==> src/rtl/s298_bist_ctrl.sv <==
// rtl/s298_bist_ctrl.sv - BIST controller driving s298 from an LFSR and compacting its outputs in a MISR
module s298_bist_ctrl #(
    parameter int          NUM_PATTERNS = 255,
    parameter int          FLUSH_CYCLES = 4,
    parameter logic [7:0]  LFSR_SEED    = 8'h01,
    parameter logic [15:0] GOLDEN_SIG   = 16'h0000
) (
    input  logic        CK,
    input  logic        RST,
    input  logic        START,
    output logic        G0,
    output logic        G1,
    output logic        G2,
    input  logic        G66,
    input  logic        G67,
    input  logic        G117,
    input  logic        G118,
    input  logic        G132,
    input  logic        G133,
    output logic        BUSY,
    output logic        DONE,
    output logic        PASS,
    output logic [15:0] SIG,
    output logic [15:0] PAT_CNT
);

    typedef enum logic [2:0] {
        S_IDLE  = 3'd0,
        S_FLUSH = 3'd1,
        S_APPLY = 3'd2,
        S_DRAIN = 3'd3,
        S_DONE  = 3'd4
    } state_t;

    // An all-zero LFSR would lock up, so a zero seed falls back to 8'h01.
    localparam logic [7:0]  SEED       = (LFSR_SEED == 8'h00) ? 8'h01 : LFSR_SEED;
    localparam logic [15:0] PAT_MAX    = 16'(NUM_PATTERNS);
    localparam logic [15:0] PAT_LAST   = 16'(NUM_PATTERNS - 1);
    localparam logic [15:0] FLUSH_LAST = 16'(FLUSH_CYCLES - 1);

    state_t      state;
    logic [7:0]  lfsr;
    logic [7:0]  lfsr_next;
    logic [15:0] flush_cnt;
    logic [15:0] misr_shift;
    logic [15:0] misr_next;
    logic        fb;

    // Next LFSR pattern (x^8+x^6+x^5+x^4+1) and next MISR value from the CUT response.
    always_comb begin
        lfsr_next      = {lfsr[6:0], lfsr[7] ^ lfsr[5] ^ lfsr[4] ^ lfsr[3]};
        fb             = SIG[15];
        misr_shift     = {SIG[14:0], fb};
        misr_shift[12] = SIG[11] ^ fb;
        misr_shift[5]  = SIG[4] ^ fb;
        misr_next      = misr_shift ^ {10'b0, G133, G132, G118, G117, G67, G66};
    end

    // Test sequencer; every output is a register loaded with the value for the state being entered.
    always_ff @(posedge CK or posedge RST) begin
        if (RST) begin
            state     <= S_IDLE;
            lfsr      <= SEED;
            flush_cnt <= 16'd0;
            SIG       <= 16'd0;
            PAT_CNT   <= 16'd0;
            G0        <= 1'b0;
            G1        <= 1'b0;
            G2        <= 1'b0;
            BUSY      <= 1'b0;
            DONE      <= 1'b0;
            PASS      <= 1'b0;
        end else begin
            case (state)
                S_IDLE, S_DONE: begin
                    if (START) begin
                        state     <= S_FLUSH;
                        lfsr      <= SEED;
                        flush_cnt <= 16'd0;
                        SIG       <= 16'd0;
                        PAT_CNT   <= 16'd0;
                        G0        <= 1'b1;
                        G1        <= 1'b0;
                        G2        <= 1'b0;
                        BUSY      <= 1'b1;
                        DONE      <= 1'b0;
                        PASS      <= 1'b0;
                    end
                end
                S_FLUSH: begin
                    if (flush_cnt == FLUSH_LAST) begin
                        state <= S_APPLY;
                        G0    <= lfsr[0];
                        G1    <= lfsr[1];
                        G2    <= lfsr[2];
                    end else begin
                        flush_cnt <= flush_cnt + 16'd1;
                    end
                end
                S_APPLY: begin
                    // The CUT response lags its pattern by one cycle, so the first APPLY cycle carries
                    // no response yet; the last response is picked up in DRAIN instead.
                    if (PAT_CNT != 16'd0) begin
                        SIG <= misr_next;
                    end
                    if (PAT_CNT < PAT_MAX) begin
                        PAT_CNT <= PAT_CNT + 16'd1;
                    end
                    lfsr <= lfsr_next;
                    if (PAT_CNT >= PAT_LAST) begin
                        state <= S_DRAIN;
                        G0    <= 1'b0;
                        G1    <= 1'b0;
                        G2    <= 1'b0;
                    end else begin
                        G0 <= lfsr_next[0];
                        G1 <= lfsr_next[1];
                        G2 <= lfsr_next[2];
                    end
                end
                S_DRAIN: begin
                    state <= S_DONE;
                    SIG   <= misr_next;
                    PASS  <= (misr_next == GOLDEN_SIG);
                    BUSY  <= 1'b0;
                    DONE  <= 1'b1;
                end
                default: begin
                    state <= S_IDLE;
                end
            endcase
        end
    end

endmodule

==> config.mk <==
export PLATFORM = sky130hd
export DESIGN_NAME = s298_bist_ctrl
export DESIGN_NICKNAME = d
export VERILOG_FILES = /design/src/rtl/s298_bist_ctrl.sv
export SDC_FILE = /design/constraint.sdc
export NUM_CORES = 1
export LEC_CHECK = 0
export ABC_AREA = 1
export CAP_MARGIN = 5
export CORE_MARGIN = 10
export CORE_UTILIZATION = 59
export DETAILED_ROUTE_END_ITERATION = 16
export PLACE_DENSITY = 0.9
export SLEW_MARGIN = 10
export SYNTH_ARGS = -nofsm -noshare
export SYNTH_HDL_FRONTEND = slang
export SYNTH_SLANG_ARGS = --single-unit
export TNS_END_PERCENT = 20
==> constraint.sdc <==
create_clock -name CK -period 5.4 [get_ports CK]
set_clock_uncertainty 0.05 [all_clocks]
set_input_delay 0.81 -clock CK [delete_from_list [all_inputs] [get_ports CK]]
set_output_delay 0.81 -clock CK [all_outputs]
set_load 0.05 [all_outputs]
; After elaboration in Yosys (flattened, before gate mapping)
; Index checks and enable logic that the tools add are counted.
[classes]
addsub = 2
n_lt_le_gt_ge = 2
n_eq_ne = 11
mux = 27
bitwise_logic = 6
n_reduce_logical = 16
[ops]
columns = op, count
row1 = $mux W16, 4
row2 = $pmux W16 S2, 2
row3 = $pmux W16 S3, 1
row4 = $add A16 B1 Y16 const B, 2
row5 = $eq A16 B2 Y1 const B, 1
row6 = $ge A16 B8 Y1 const B, 1
row7 = $logic_not A16 Y1, 1
row8 = $lt A16 B8 Y1 const B, 1
row9 = $pmux W8 S2, 1
row10 = $reduce_bool A16 Y1, 1
row11 = $xor A16 B6 Y16, 1
row12 = $reduce_and A3 Y1, 5
row13 = $ne A2 B2 Y1 const B, 6
row14 = $pmux W3 S4, 1
row15 = $mux W3, 3
row16 = $pmux W1 S3, 3
row17 = $mux W1, 8
row18 = $mux W8, 1
row19 = $eq A3 B2 Y1 const B, 2
row20 = $pmux W1 S2, 3
row21 = $reduce_bool A2 Y1, 3
row22 = $reduce_bool A3 Y1, 2
row23 = $xor A1 B1 Y1, 5
row24 = $reduce_and A2 Y1, 2
row25 = other kinds (4), 4
[totals]
reg_bits = 65
input_bits = 9

; Longest topological paths before layout
[depth]
ltp_word = 5
ltp_mapped = 11
ltp_nobuf = 11

; Worst setup path before layout
; OpenSTA, ideal clock, no wires.
[synth_timing]
path_type = register to register
startpoint = reg PAT_CNT[1]
endpoint = reg PAT_CNT[5]
setup_ns = 0.122
arrival_ns = 1.628
setup_slack_ns = 3.600
path_stages_with_launch = 10
period_less_slack_ns = 1.800
path_cell_list = dfrtp_1 ha_1 inv_1 nor2_1 nand2_1 nand2_1 a21boi_2 buf_4 nand3_1 o21ai_1
[synth_via]
elab_chain_cells = 3
word_cells_on_any_way = 6
[synth_lines]
columns = item, line
row1 = start: declaration, 24  ; output logic [15:0] PAT_CNT
row2 = start signal: assignment, 107  ; PAT_CNT <= PAT_CNT + 16'd1;
row3 = $add A16 B1 Y16 / $lt A16 B8 Y1 (equally long branches), "107, 106"
row4 = $mux W16 / $ne A2 B2 Y1 (equally long branches), --
row5 = $pmux W16 S2 / $reduce_and A3 Y1 (equally long branches), --
; Parallel ways exist; a longest one is shown, timed or not. The select of a mux whose other input is x is not followed.
; A chain may end at the register's enable or synchronous reset.

; Final worst setup path
[layout_timing]
startpoint = reg SIG[15]
endpoint = out SIG[15]
[layout_rtl]
columns = item, line
row1 = start: declaration, 23  ; output logic [15:0] SIG,
row2 = start signal: assignment, 104  ; SIG <= misr_next;
row3 = start signal: assignment, 123  ; SIG <= misr_next;
; No word-level cell between the ends.

==> flow_metrics.env <==
export IMPL_status="completed"
export IMPL_gp_congestion=0.891
export IMPL_seqPwrFrac_pct=33.4
export IMPL_clkPwrFrac_pct=26.4
export IMPL_yosysTopAreaCellShare_pct=47.8
export IMPL_startpoint="SIG[15]"
export IMPL_area_growth_pct=22.5
export IMPL_worstPathMaxFanout=5
export IMPL_synth_commonest_cells="nand2_1 (101), dfrtp_1 (64), inv_1 (51)"
export IMPL_synth_ff_type="dfrtp_1"
export IMPL_period_needed_ns=2.51
export IMPL_fin_setup_tns_ns=0
export IMPL_vias_per_cell=5.49
export IMPL_p_sw_mw=0.844
export IMPL_clkSlewWorstSetupHoldPaths_ns=0.07
export IMPL_r2r_slack_ns=3.17
export IMPL_yosys_warnings=0
export IMPL_register_area_um2=1630
export IMPL_grt_use_total_pct=19.2
export IMPL_slew_viol_final=0
export IMPL_seq_area_frac_synth_pct=48.6
export IMPL_h_tree_depth=3
export IMPL_die_w_um=95.4
export IMPL_total_power_mw=1.97
export IMPL_synth_cell_area_um2=3350
export IMPL_design_portCount=47
export IMPL_synthArstFlopShare_pct=100
export IMPL_drt_iter0_markers=184
export IMPL_fin_crit_sh_pct=46.6
export IMPL_grt_pass1_wl_um=14000
export IMPL_critPathMaxStageDelay_ns=0.85
export IMPL_synth_area_leader_cell="dfrtp_1"
export IMPL_vias=3004
export IMPL_cp_num_cells=1
export IMPL_busiest_layer="met2"
export IMPL_die_h_um=95.4
export IMPL_cts_root_buf="clkbuf_8"
export IMPL_cts_buffer_depth=2
export IMPL_met2_usage_pct=30.5
export IMPL_gr_usage_met1_pct=23.5
export IMPL_n_antenna_cell=0
export IMPL_clk_latency_ns=0.35
export IMPL_cts_sinks=65
export IMPL_wirelength_um=8120
export IMPL_pwr_share_comb_pct=40.1
export IMPL_grt_pass1_vias=3014
export IMPL_power_leakage_nw=1.92
export IMPL_fill_cells=394
export IMPL_start_util_pct=60.9
export IMPL_cts_resized=0
export IMPL_cts_buffers=9
export IMPL_critPathArrivalTime_ns=1.65
export IMPL_p_int_mw=1.12
export IMPL_yosysUniqueCellTypes=31
export IMPL_critPathLaunchType="flop"
export IMPL_synth_area_per_cell_um2=7.96
export IMPL_worstPathRequired_ns=4.54
export IMPL_synth_edf_count=0
export IMPL_layout_drive_gt1_share_pct=7.58
export IMPL_maxSlewHeadroom_pct=42.6
export IMPL_endpoint_kind="output port"
export IMPL_antenna_found_initial=0
export IMPL_crit_end="SIG[15]"
export IMPL_synth_most_common_cell="nand2_1"
export IMPL_setup_viol=0
export IMPL_cts_tree="built"
export IMPL_worst_r2r_endpoint="PAT_CNT[2]"
export IMPL_fin_nets=483
export IMPL_syn_inst=421
export IMPL_first_pass_iters=5
export IMPL_rsz0062_at_grt="false"
export IMPL_grt_max_degree=66
export IMPL_p_per_area_nw_per_um2=479
export IMPL_critical_path_top_delay_family="buffers and inverters"
export IMPL_r2r_start="state[2]"
export IMPL_ant_nets=0
export IMPL_multi_input_area_um2=1460
export IMPL_crit_type="flop to output port"
export IMPL_hold_violations=0
export IMPL_grtUsageMet3_pct=7.15
export IMPL_drt_drc_violations_left=0
export IMPL_worst_slew_pin_slew_ns=0.857
export IMPL_postCtsHoldBufs=0
export IMPL_wl_per_cell_um=14.8
export IMPL_io_buffer_count=46
export IMPL_reg2reg_depth=6
export IMPL_core_area_um2=5510
export IMPL_fmax_mhz=398
export IMPL_critPathSlowestCell="clkdlybuf4s50_1"
export IMPL_hp_class="flop to flop"
export IMPL_maxCapViolCount=0
export IMPL_postCtsSetupBuffers=0
export IMPL_grt_overflow=0
export IMPL_yosys_register_bits=65
export IMPL_dieArea_um2=9100
export IMPL_synth_area_leaders="dfrtp_1 (48%), nand2_1 (11%), nand3_1 (7.2%)"
export IMPL_hpwl_um=5730
export IMPL_max_vdd_ir_drop_v=0.000359
export IMPL_worstPathCellList="clkdlybuf4s50_1"
export IMPL_crit_buf_inv=1
export IMPL_swShare_pct=42.9
export IMPL_syn_num_nets=434
export IMPL_rows=27
==> routing by layer <==
metal	share of wire [%]	vias to the layer above
met1	41	1406
met3	10	18
li1	-	1446
met5	0	-
met4	1.8	0
met2	47	134
==> kinds of logic after synthesis <==
kind of cell	after synthesis	synth area share (%)
AOI/OAI and AO/OA	43	7.05
adders and majority gates	4	1.49
DFF	65	48.6
buffers and inverters	65	7.99
xor gates and xnor gates	18	4.70
and+or+nand+nor	226	30.2
==> sequential cells by signal, indices dropped and copies added (netlist names) <==
register and cells:
BUSY 1, DONE 1, G0 1, G1 1, G2 1, PASS 1
PAT_CNT 16, SIG 16, flush_cnt 16, lfsr 8, state 3
==> worst min-delay path by stage <==
stage	startpoint	end	slack, ns	cells past startpoint
after floorplan	lfsr[1]	lfsr[2]	0.42	2
after global placement	BUSY	BUSY	0.41	2
after detailed placement	G2	G2	0.42	2
after CTS	G2	G2	0.44	2
after global routing	G2	G2	0.47	2
final	G2	G2	0.43	2
==> power by group through the flow <==
stage          clock network [mW]  logic (mW)  registers, mW
2_1_floorplan                   0       0.410          0.828
3_3_place_gp                    0       0.761          0.657
3_5_place_dp                    0       0.781          0.662
4_1_cts                     0.519       0.788          0.656
5_1_grt                     0.544       0.864          0.668
6_report                    0.520       0.790          0.658
==> metrics by stage <==
step | hold WS [ns] | std cells | setup WS (ns) | util (%) | area (um^2)
2_1_floorplan | 0.423 | 421 | 2.92 | - | 3350
3_3_place_gp | 0.409 | 531 | 2.74 | 70.0 | 3850
3_5_place_dp | 0.418 | 531 | 2.63 | 70.0 | 3850
4_1_cts | 0.436 | 547 | 2.89 | 74.6 | 4110
5_1_grt | 0.474 | 547 | 2.77 | 74.6 | 4110
6_report | 0.433 | 547 | 2.89 | 74.6 | 4110
==> cell type report <==
type | instances | area share, %
tap | 72 | 2.19
sequential | 65 | 39.7
multi-input combinational | 291 | 35.5
timing repair buffer | 47 | 11.4
clock buffer | 10 | 3.35
clock inverter | 6 | 2.80
inverter | 56 | 5.12
==> layout by cell type, fill, tap and decap left out, drive strengths merged, types with 2 or more instances in the layout <==
cell / synthesis / final
clkdlybuf4s50: 0 / 46
xor2: 8 / 8
o21ai: 32 / 32
nor2: 47 / 47
nand2: 106 / 106
nand3: 50 / 50
clkbuf: 2 / 10
xnor2: 10 / 10
dfrtp: 64 / 64
ha: 4 / 4
inv: 56 / 56
clkinv: 0 / 2
nor3: 10 / 10
o22ai: 9 / 9
bufinv: 0 / 3
nand4: 10 / 10
No activity file was read; power rests on OpenSTA's default activity.
